[config.mk]
export PLATFORM = sky130hd
export DESIGN_NAME = thr_cal_ctrl_flat
export DESIGN_NICKNAME = d
export VERILOG_FILES = /design/src/rtl/thr_cal_ctrl_pkg.sv /design/src/rtl/thr_cal_ctrl_if.sv /design/src/rtl/thr_cal_ctrl_bank.sv /design/src/rtl/thr_cal_ctrl.sv /design/src/flat_wrapper.sv
export SDC_FILE = /design/constraint.sdc
export NUM_CORES = 2
export LEC_CHECK = 0
export ABC_AREA = 1
export CELL_PAD_IN_SITES_DETAIL_PLACEMENT = 1
export CELL_PAD_IN_SITES_GLOBAL_PLACEMENT = 2
export CORE_AREA = 3 3 375 377
export DETAILED_ROUTE_END_ITERATION = 7
export DIE_AREA = 0 0 378 380
export DONT_BUFFER_PORTS = 1
export PLACE_DENSITY_LB_ADDON = 0.1
export SYNTH_ARGS = -nofsm -noshare
export SYNTH_HDL_FRONTEND = slang
export SYNTH_SLANG_ARGS = --single-unit
export TNS_END_PERCENT = 5
[constraint.sdc]
create_clock -name clk -period 2.45 [get_ports clk]
set_input_delay 0.245 -clock clk [delete_from_list [all_inputs] [get_ports clk]]
set_output_delay 0.245 -clock clk [all_outputs]
set_load 0.05 [all_outputs]
[src/rtl/thr_cal_ctrl_pkg.sv]
// Shared types and sizing for the threshold calibration sequencer.
package thr_ctrl_pkg;

   localparam int NUM_CH = 35;
   localparam int CH_W   = 6;
   localparam int THR_W  = 16;
   localparam logic [THR_W-1:0] DEFAULT_THR = 16'hFFFF;

   typedef enum logic [2:0] {
      ST_IDLE,
      ST_ARM_RST,
      ST_ARM_WAIT,
      ST_RUN,
      ST_COMMIT
   } cal_state_e;

endpackage

[src/rtl/thr_cal_ctrl_if.sv]
// Sample stream, calculator handshake, table read port and status of the sequencer.
interface thr_cal_ctrl_if;
   import thr_ctrl_pkg::*;

   logic             cal_req;
   logic             raw_data_valid;
   logic [CH_W-1:0]  channel;
   logic [15:0]      raw_data_in;
   logic             sample_valid_o;
   logic [15:0]      sample_o;
   logic             calc_rst_o;
   logic             threshold_v;
   logic [THR_W-1:0] threshold_i;
   logic [CH_W-1:0]  thr_rd_addr;
   logic [THR_W-1:0] thr_rd_data;
   logic             table_valid;
   logic             cal_busy;
   logic             cal_done;
   logic             cal_err;

   modport master (
      output cal_req, raw_data_valid, channel, raw_data_in, threshold_v, threshold_i, thr_rd_addr,
      input  sample_valid_o, sample_o, calc_rst_o, thr_rd_data, table_valid, cal_busy, cal_done, cal_err
   );

   modport slave (
      input  cal_req, raw_data_valid, channel, raw_data_in, threshold_v, threshold_i, thr_rd_addr,
      output sample_valid_o, sample_o, calc_rst_o, thr_rd_data, table_valid, cal_busy, cal_done, cal_err
   );

endinterface

[src/rtl/thr_cal_ctrl_bank.sv]
// Double-buffered threshold table: writes land in the shadow bank, swap flips banks atomically.
module thr_bank
   import thr_ctrl_pkg::*;
(
   input  logic             clk,
   input  logic             rst,
   input  logic             wr_en,
   input  logic [CH_W-1:0]  wr_addr,
   input  logic [THR_W-1:0] wr_data,
   input  logic             swap,
   input  logic [CH_W-1:0]  rd_addr,
   output logic [THR_W-1:0] rd_data
);

   logic [THR_W-1:0] mem_q [2][NUM_CH];
   logic [THR_W-1:0] mem_d [2][NUM_CH];
   logic             active_q, active_d;
   logic [THR_W-1:0] rd_data_q, rd_data_d;

   // The read uses the pre-swap bank, so a read coinciding with a swap returns old data.
   always_comb begin
      mem_d    = mem_q;
      active_d = active_q ^ swap;
      if (wr_en && (wr_addr < CH_W'(NUM_CH))) begin
         mem_d[~active_q][wr_addr] = wr_data;
      end
      if (rd_addr < CH_W'(NUM_CH)) begin
         rd_data_d = mem_q[active_q][rd_addr];
      end else begin
         rd_data_d = DEFAULT_THR;
      end
   end

   always_ff @(posedge clk) begin
      if (rst) begin
         for (int b = 0; b < 2; b++) begin
            for (int i = 0; i < NUM_CH; i++) begin
               mem_q[b][i] <= DEFAULT_THR;
            end
         end
         active_q  <= 1'b0;
         rd_data_q <= DEFAULT_THR;
      end else begin
         mem_q     <= mem_d;
         active_q  <= active_d;
         rd_data_q <= rd_data_d;
      end
   end

   assign rd_data = rd_data_q;

endmodule

[src/rtl/thr_cal_ctrl.sv]
// Calibration sequencer: restarts the RMS threshold calculator on frame boundaries and
// publishes a complete threshold table per calibration through a double-buffered bank.
module thr_cal_ctrl
   import thr_ctrl_pkg::*;
#(
   parameter int WIN_FRAMES     = 1024,
   parameter int TIMEOUT_FRAMES = 2*WIN_FRAMES + 4,
   parameter int RECAL_FRAMES   = 0
) (
   input logic clk,
   input logic rst,
   thr_cal_ctrl_if.slave bus
);

   localparam int FC_W   = $clog2(TIMEOUT_FRAMES + 1);
   localparam int AUTO_W = (RECAL_FRAMES > 1) ? $clog2(RECAL_FRAMES) : 1;
   localparam logic [FC_W-1:0]   FC_LAST   = FC_W'(TIMEOUT_FRAMES - 1);
   localparam logic [FC_W-1:0]   FC_SAT    = FC_W'(TIMEOUT_FRAMES);
   localparam logic [AUTO_W-1:0] AUTO_LAST = AUTO_W'((RECAL_FRAMES > 0) ? RECAL_FRAMES - 1 : 0);
   localparam bit                AUTO_EN   = (RECAL_FRAMES > 0);

   cal_state_e        state_q, state_d;
   logic              pend_q, pend_d;
   logic              err_q, err_d;
   logic              tv_q, tv_d;
   logic              busy_q, busy_d;
   logic              calc_rst_q, calc_rst_d;
   logic              done_q, done_d;
   logic [CH_W-1:0]   wr_ptr_q, wr_ptr_d;
   logic [FC_W-1:0]   frame_cnt_q, frame_cnt_d;
   logic [AUTO_W-1:0] auto_cnt_q, auto_cnt_d;

   logic frame_end;
   logic tick;
   logic last_strobe;
   logic wr_en;
   logic swap;

   assign frame_end   = bus.raw_data_valid && (bus.channel == CH_W'(NUM_CH - 1));
   assign tick        = AUTO_EN && (state_q == ST_IDLE) && frame_end && (auto_cnt_q == AUTO_LAST);
   assign last_strobe = bus.threshold_v && (wr_ptr_q == CH_W'(NUM_CH - 1));

   // The auto counter only runs while idle; any other state holds it at zero.
   always_comb begin
      state_d     = state_q;
      pend_d      = pend_q;
      err_d       = err_q;
      tv_d        = tv_q;
      wr_ptr_d    = wr_ptr_q;
      frame_cnt_d = frame_cnt_q;
      auto_cnt_d  = '0;
      wr_en       = 1'b0;
      swap        = 1'b0;

      if ((state_q != ST_IDLE) && bus.cal_req) begin
         pend_d = 1'b1;
      end

      case (state_q)
         ST_IDLE: begin
            if (frame_end && !tick) begin
               auto_cnt_d = auto_cnt_q + AUTO_W'(1);
            end else if (!frame_end) begin
               auto_cnt_d = auto_cnt_q;
            end
            if (bus.cal_req || pend_q || tick) begin
               state_d    = ST_ARM_RST;
               pend_d     = 1'b0;
               err_d      = 1'b0;
               auto_cnt_d = '0;
            end
         end
         ST_ARM_RST: begin
            wr_ptr_d    = '0;
            frame_cnt_d = '0;
            state_d     = ST_ARM_WAIT;
         end
         ST_ARM_WAIT: begin
            if (bus.raw_data_valid && (bus.channel == '0)) begin
               state_d = ST_RUN;
            end
         end
         ST_RUN: begin
            if (bus.threshold_v) begin
               wr_en    = 1'b1;
               wr_ptr_d = wr_ptr_q + CH_W'(1);
            end
            if (last_strobe) begin
               state_d = ST_COMMIT;
            end else if (frame_end) begin
               if (frame_cnt_q == FC_LAST) begin
                  frame_cnt_d = FC_SAT;
                  err_d       = 1'b1;
                  state_d     = ST_IDLE;
               end else begin
                  frame_cnt_d = frame_cnt_q + FC_W'(1);
               end
            end
         end
         ST_COMMIT: begin
            swap    = 1'b1;
            tv_d    = 1'b1;
            state_d = ST_IDLE;
         end
         default: state_d = ST_IDLE;
      endcase

      busy_d     = (state_d != ST_IDLE);
      calc_rst_d = (state_d == ST_ARM_RST);
      done_d     = (state_d == ST_COMMIT);
   end

   always_ff @(posedge clk) begin
      if (rst) begin
         state_q     <= ST_IDLE;
         pend_q      <= 1'b0;
         err_q       <= 1'b0;
         tv_q        <= 1'b0;
         busy_q      <= 1'b0;
         calc_rst_q  <= 1'b0;
         done_q      <= 1'b0;
         wr_ptr_q    <= '0;
         frame_cnt_q <= '0;
         auto_cnt_q  <= '0;
      end else begin
         state_q     <= state_d;
         pend_q      <= pend_d;
         err_q       <= err_d;
         tv_q        <= tv_d;
         busy_q      <= busy_d;
         calc_rst_q  <= calc_rst_d;
         done_q      <= done_d;
         wr_ptr_q    <= wr_ptr_d;
         frame_cnt_q <= frame_cnt_d;
         auto_cnt_q  <= auto_cnt_d;
      end
   end

   thr_bank u_bank (
      .clk     (clk),
      .rst     (rst),
      .wr_en   (wr_en),
      .wr_addr (wr_ptr_q),
      .wr_data (bus.threshold_i),
      .swap    (swap),
      .rd_addr (bus.thr_rd_addr),
      .rd_data (bus.thr_rd_data)
   );

   // The calculator only ever sees whole frames, starting from channel 0.
   assign bus.sample_valid_o = bus.raw_data_valid &&
                               ((state_q == ST_RUN) || ((state_q == ST_ARM_WAIT) && (bus.channel == '0)));
   assign bus.sample_o       = bus.raw_data_in;
   assign bus.calc_rst_o     = calc_rst_q;
   assign bus.table_valid    = tv_q;
   assign bus.cal_busy       = busy_q;
   assign bus.cal_done       = done_q;
   assign bus.cal_err        = err_q;

endmodule

[src/flat_wrapper.sv]
// flat-port wrapper written by rule: the top's interface ports become plain ports
module thr_cal_ctrl_flat import thr_ctrl_pkg::*;
#(
   parameter int WIN_FRAMES     = 1024,
   parameter int TIMEOUT_FRAMES = 2*WIN_FRAMES + 4,
   parameter int RECAL_FRAMES   = 0
)
  (clk, rst, bus_cal_req, bus_raw_data_valid, bus_channel, bus_raw_data_in, bus_threshold_v, bus_threshold_i, bus_thr_rd_addr, bus_sample_valid_o, bus_sample_o, bus_calc_rst_o, bus_thr_rd_data, bus_table_valid, bus_cal_busy, bus_cal_done, bus_cal_err);
  thr_cal_ctrl_if bus_i ();
  input logic clk;
  input logic rst;
  input wire logic [$bits(bus_i.cal_req)-1:0] bus_cal_req;
  input wire logic [$bits(bus_i.raw_data_valid)-1:0] bus_raw_data_valid;
  input wire logic [$bits(bus_i.channel)-1:0] bus_channel;
  input wire logic [$bits(bus_i.raw_data_in)-1:0] bus_raw_data_in;
  input wire logic [$bits(bus_i.threshold_v)-1:0] bus_threshold_v;
  input wire logic [$bits(bus_i.threshold_i)-1:0] bus_threshold_i;
  input wire logic [$bits(bus_i.thr_rd_addr)-1:0] bus_thr_rd_addr;
  output wire logic [$bits(bus_i.sample_valid_o)-1:0] bus_sample_valid_o;
  output wire logic [$bits(bus_i.sample_o)-1:0] bus_sample_o;
  output wire logic [$bits(bus_i.calc_rst_o)-1:0] bus_calc_rst_o;
  output wire logic [$bits(bus_i.thr_rd_data)-1:0] bus_thr_rd_data;
  output wire logic [$bits(bus_i.table_valid)-1:0] bus_table_valid;
  output wire logic [$bits(bus_i.cal_busy)-1:0] bus_cal_busy;
  output wire logic [$bits(bus_i.cal_done)-1:0] bus_cal_done;
  output wire logic [$bits(bus_i.cal_err)-1:0] bus_cal_err;
  assign bus_i.cal_req = bus_cal_req;
  assign bus_i.raw_data_valid = bus_raw_data_valid;
  assign bus_i.channel = bus_channel;
  assign bus_i.raw_data_in = bus_raw_data_in;
  assign bus_i.threshold_v = bus_threshold_v;
  assign bus_i.threshold_i = bus_threshold_i;
  assign bus_i.thr_rd_addr = bus_thr_rd_addr;
  assign bus_sample_valid_o = bus_i.sample_valid_o;
  assign bus_sample_o = bus_i.sample_o;
  assign bus_calc_rst_o = bus_i.calc_rst_o;
  assign bus_thr_rd_data = bus_i.thr_rd_data;
  assign bus_table_valid = bus_i.table_valid;
  assign bus_cal_busy = bus_i.cal_busy;
  assign bus_cal_done = bus_i.cal_done;
  assign bus_cal_err = bus_i.cal_err;
  thr_cal_ctrl #(.WIN_FRAMES(WIN_FRAMES), .TIMEOUT_FRAMES(TIMEOUT_FRAMES), .RECAL_FRAMES(RECAL_FRAMES)) u_core (.clk(clk), .rst(rst), .bus(bus_i));
endmodule
==> flow_metrics.tcl <==
set metrics [dict create \
    status "finished with violations" \
    failed_checks "hold timing, setup timing" \
    finalWorstSetupSlack_ns -0.0346 \
    firstDrtPassIters 5 \
    synth_ff_type "dfxtp_1" \
    netlist.area_leader.share 0.459 \
    synth_fp_nets 7029 \
    relSlewSlack 0.183 \
    cp.required_ns 3.16 \
    critPathMaxStageDelay_ns 0.45 \
    htreeDepth 4 \
    synth.avg_cell_area_um2 7.28 \
    dieArea_mm2 0.144 \
    startpoint "u_core.u_bank.active_q" \
    final_max_slew_viol_count 0 \
    synth_edf_count 0 \
    critPathMaxFanout 78 \
    ys_async_sr_fraction 0 \
    grt_pass1_vias 47753 \
    instances_no_fill 8652 \
    clock_sinks 1164 \
    critPathBufInv 3 \
    worst_pin_slew_ns 1.22 \
    io_pins 87 \
    placementRows 136 \
    switchingPower_mw 10.6 \
    clockRootBuffer "clkbuf_16" \
    dpl.hpwl_um 123000 \
    die_h_um 380 \
    placed_cell_area_mm2 0.0535 \
    syn_inst 6977 \
    gp_congestion 0.805 \
    critPathMostFrequentCell "nand3_1" \
    clockPowerShare 0.495 \
    ys_top_cells_by_count "2600 x nand2_1, 1164 x dfxtp_1, 1071 x o211ai_1, 597 x clkbuf_1, 597 x nand3_1" \
    drc 0 \
    setup-tns-final_ns -0.0346 \
    syn_area_mm2 0.0508 \
    hp-class "in -> reg" \
    drt_first_iter_violations 3956 \
    pwr-share-comb 0.059 \
    global_route.overflow_total 0 \
    fin_skew_ns 0.0246 \
    clk_pin_slew_worst_paths_ns 0.06 \
    yosysSeqAreaShare 0.459 \
    rsz0062_at_grt "true" \
    core-area_mm2 0.137 \
    grt_max_degree 155 \
    swShare 0.247 \
    num_vias 48483 \
    hold_ws_ns -0.0169 \
    grt_pass1_wl_um 314000 \
    routed_wl_um 208000 \
    die_w_um 378 \
    via_per_inst 5.60 \
    grt_antenna_before_repair 4 \
    ys_ff_latch 1164 \
    ctsLongestPathBuffers 3 \
    finish.utilization 0.427 \
    yosysMostFrequentCell "nand2_1" \
    p_seq_frac 0.446 \
    period_minus_slack_ns 2.48 \
    portBuffers 0 \
    routedWlPerCell_um 24.0 \
    critPathSlowestCell "dfxtp_4" \
    synthTopCellsByArea "dfxtp_1 46%, nand2_1 19%, o211ai_1 16%" \
    cpLargestDelayFamily "simple AND/OR/NAND/NOR gates" \
    start_util 0.370 \
    leakage_nw 30.4 \
    maxCapViolCount 0 \
    clk_latency_ns 0.76 \
    fmax_mhz 402 \
    ys_types 30 \
    cp_cell_sequence "buf_4, buf_16, buf_4, nand2_1, nand3_1, nand3_1, nand3_1, nand3_1, nand3_4, nand3_1, nand2_1" \
    power.density_mw_per_mm2 728 \
    seqCellArea_mm2 0.0233 \
    startpoint_type "flip-flop" \
    end_kind "flip-flop" \
    final_nets 6799 \
    cts_tree "built" \
    irDropWorstVdd_mv 0.540 \
    postLayoutCellArea_mm2 0.0587 \
    setup_viol 1 \
    grt_util_all_layers 0.284 \
    nFillCells 16682 \
    cp.arrival_ns 3.19 \
    holdCritStartpoint "bus_threshold_v" \
    synth_top_cell_by_area "dfxtp_1" \
    internal_power_mw 32.2 \
    yosys_warnings 0 \
    path_class "reg -> reg" \
    antenna_left 0 \
    area_growth_pct 15.5 \
    fin_crit_sh 1.01 \
    numCtsBuffers 140 \
    rr_startpoint "u_core.u_bank.active_q" \
    multiInputGateArea_mm2 0.0241 \
    drive_gt1_frac 0.0836 \
    final-hold-violation-count 1 \
    dp.cells 8360 \
]
==> flip-flops by register name, summed over array words and instances, names as in the netlist, 3 cells and up <==
name / flops
u_core.u_bank.mem_q: 1120
u_core.wr_ptr_q: 6
u_core.frame_cnt_q: 12
u_core.u_bank.rd_data: 16
u_core.state_q: 3
==> final timing paths <==
| path | to | slack, ns | cells past startpoint |
|---|---|---|---|
| hold reg to reg | u_core.u_bank.mem_q[272] | 0.47 | 2 |
| hold / removal | u_core.state_q[0] | -0.02 | 6 |
| setup reg to reg | u_core.u_bank.rd_data[6] | -0.03 | 11 |
| setup / recovery | u_core.u_bank.rd_data[6] | -0.03 | 11 |
==> power groups by stage <==
stage | sequential, mW | combinational [mW] | clock [mW]
4_1_cts | 19.1 | 2.50 | 21.6
2_1_floorplan | 19.5 | 1.29 | 0
3_5_place_dp | 19.5 | 2.35 | 0
5_1_grt | 19.1 | 2.64 | 22.5
3_3_place_gp | 19.5 | 2.34 | 0
6_report | 19.1 | 2.51 | 21.2
==> layer usage <==
metal  GRT usage  wire length [µm]
met5           0                17
met4      0.0709              4970
met2       0.445             93000
met1       0.412            101000
met3      0.0339              9000
==> placed cells by master (no fill, tap or decap), types with 4 or more instances in the layout <==
master,n
nand3_2,7
inv_1,165
nand2_1,2599
dfxtp_1,1163
buf_12,78
clkinv_1,4
inv_2,11
bufinv_16,4
nor2_1,212
xor2_1,11
clkinv_2,30
o21ai_0,124
or2_2,4
a2bb2oi_1,16
clkbuf_1,34
buf_4,215
nor2_2,5
nand4_1,52
o211ai_1,1071
inv_6,6
a21oi_1,188
nand3_1,589
nor3_2,7
nor3_1,14
clkbuf_8,42
dlygate4sd3_1,34
clkbuf_16,147
==> tightest hold or removal path, stage by stage <==
cell,delay [ns]
nand4_1,0.05
buf_4,0.15
nand3_1,0.08
nand3_1,0.07
nand2_1,0.06
inv_1,0.05
==> kinds of logic after synthesis <==
group           Yosys count  synth area share
simple gates           3498             0.278
compound gates         1402             0.192
flops                  1164             0.459
buf+inv                 899            0.0691
xor+xnor                 11           0.00190
fa+ha+maj                 3          0.000739
==> timing repair <==
action | in CTS | in global routing
buffers inserted | 0 | 2
gates resized for setup | 9 | 7
setup endpoints to repair | 7 | 35
pin swaps | 0 | 2
endpoints found under the hold margin | 273 | 0
hold buffers | 37 | 0
==> area by class of cell <==
type / instances / share of cell area
clock inverters: 29 / 0.00486
clock buffers: 223 / 0.0747
flip-flops and latches: 1164 / 0.397
well taps: 1794 / 0.0382
multi-input cells: 4914 / 0.410
inverters: 197 / 0.0135
repair buffers: 330 / 0.0613
diodes: 1 / 0.0000426
==> stage by stage <==
stage / setup WS [ns] / hold WS, ns / total power [mW]
floorplan: 0.619 / 0.371 / 20.8
global placement: -0.252 / 0.355 / 21.8
detailed placement: -0.229 / 0.362 / 21.8
CTS: -0.00738 / 0.00117 / 43.2
global route: -0.0689 / 0.0133 / 44.2
finish: -0.0346 / -0.0169 / 42.8
Note: power is estimated with default switching activity, not from simulation.
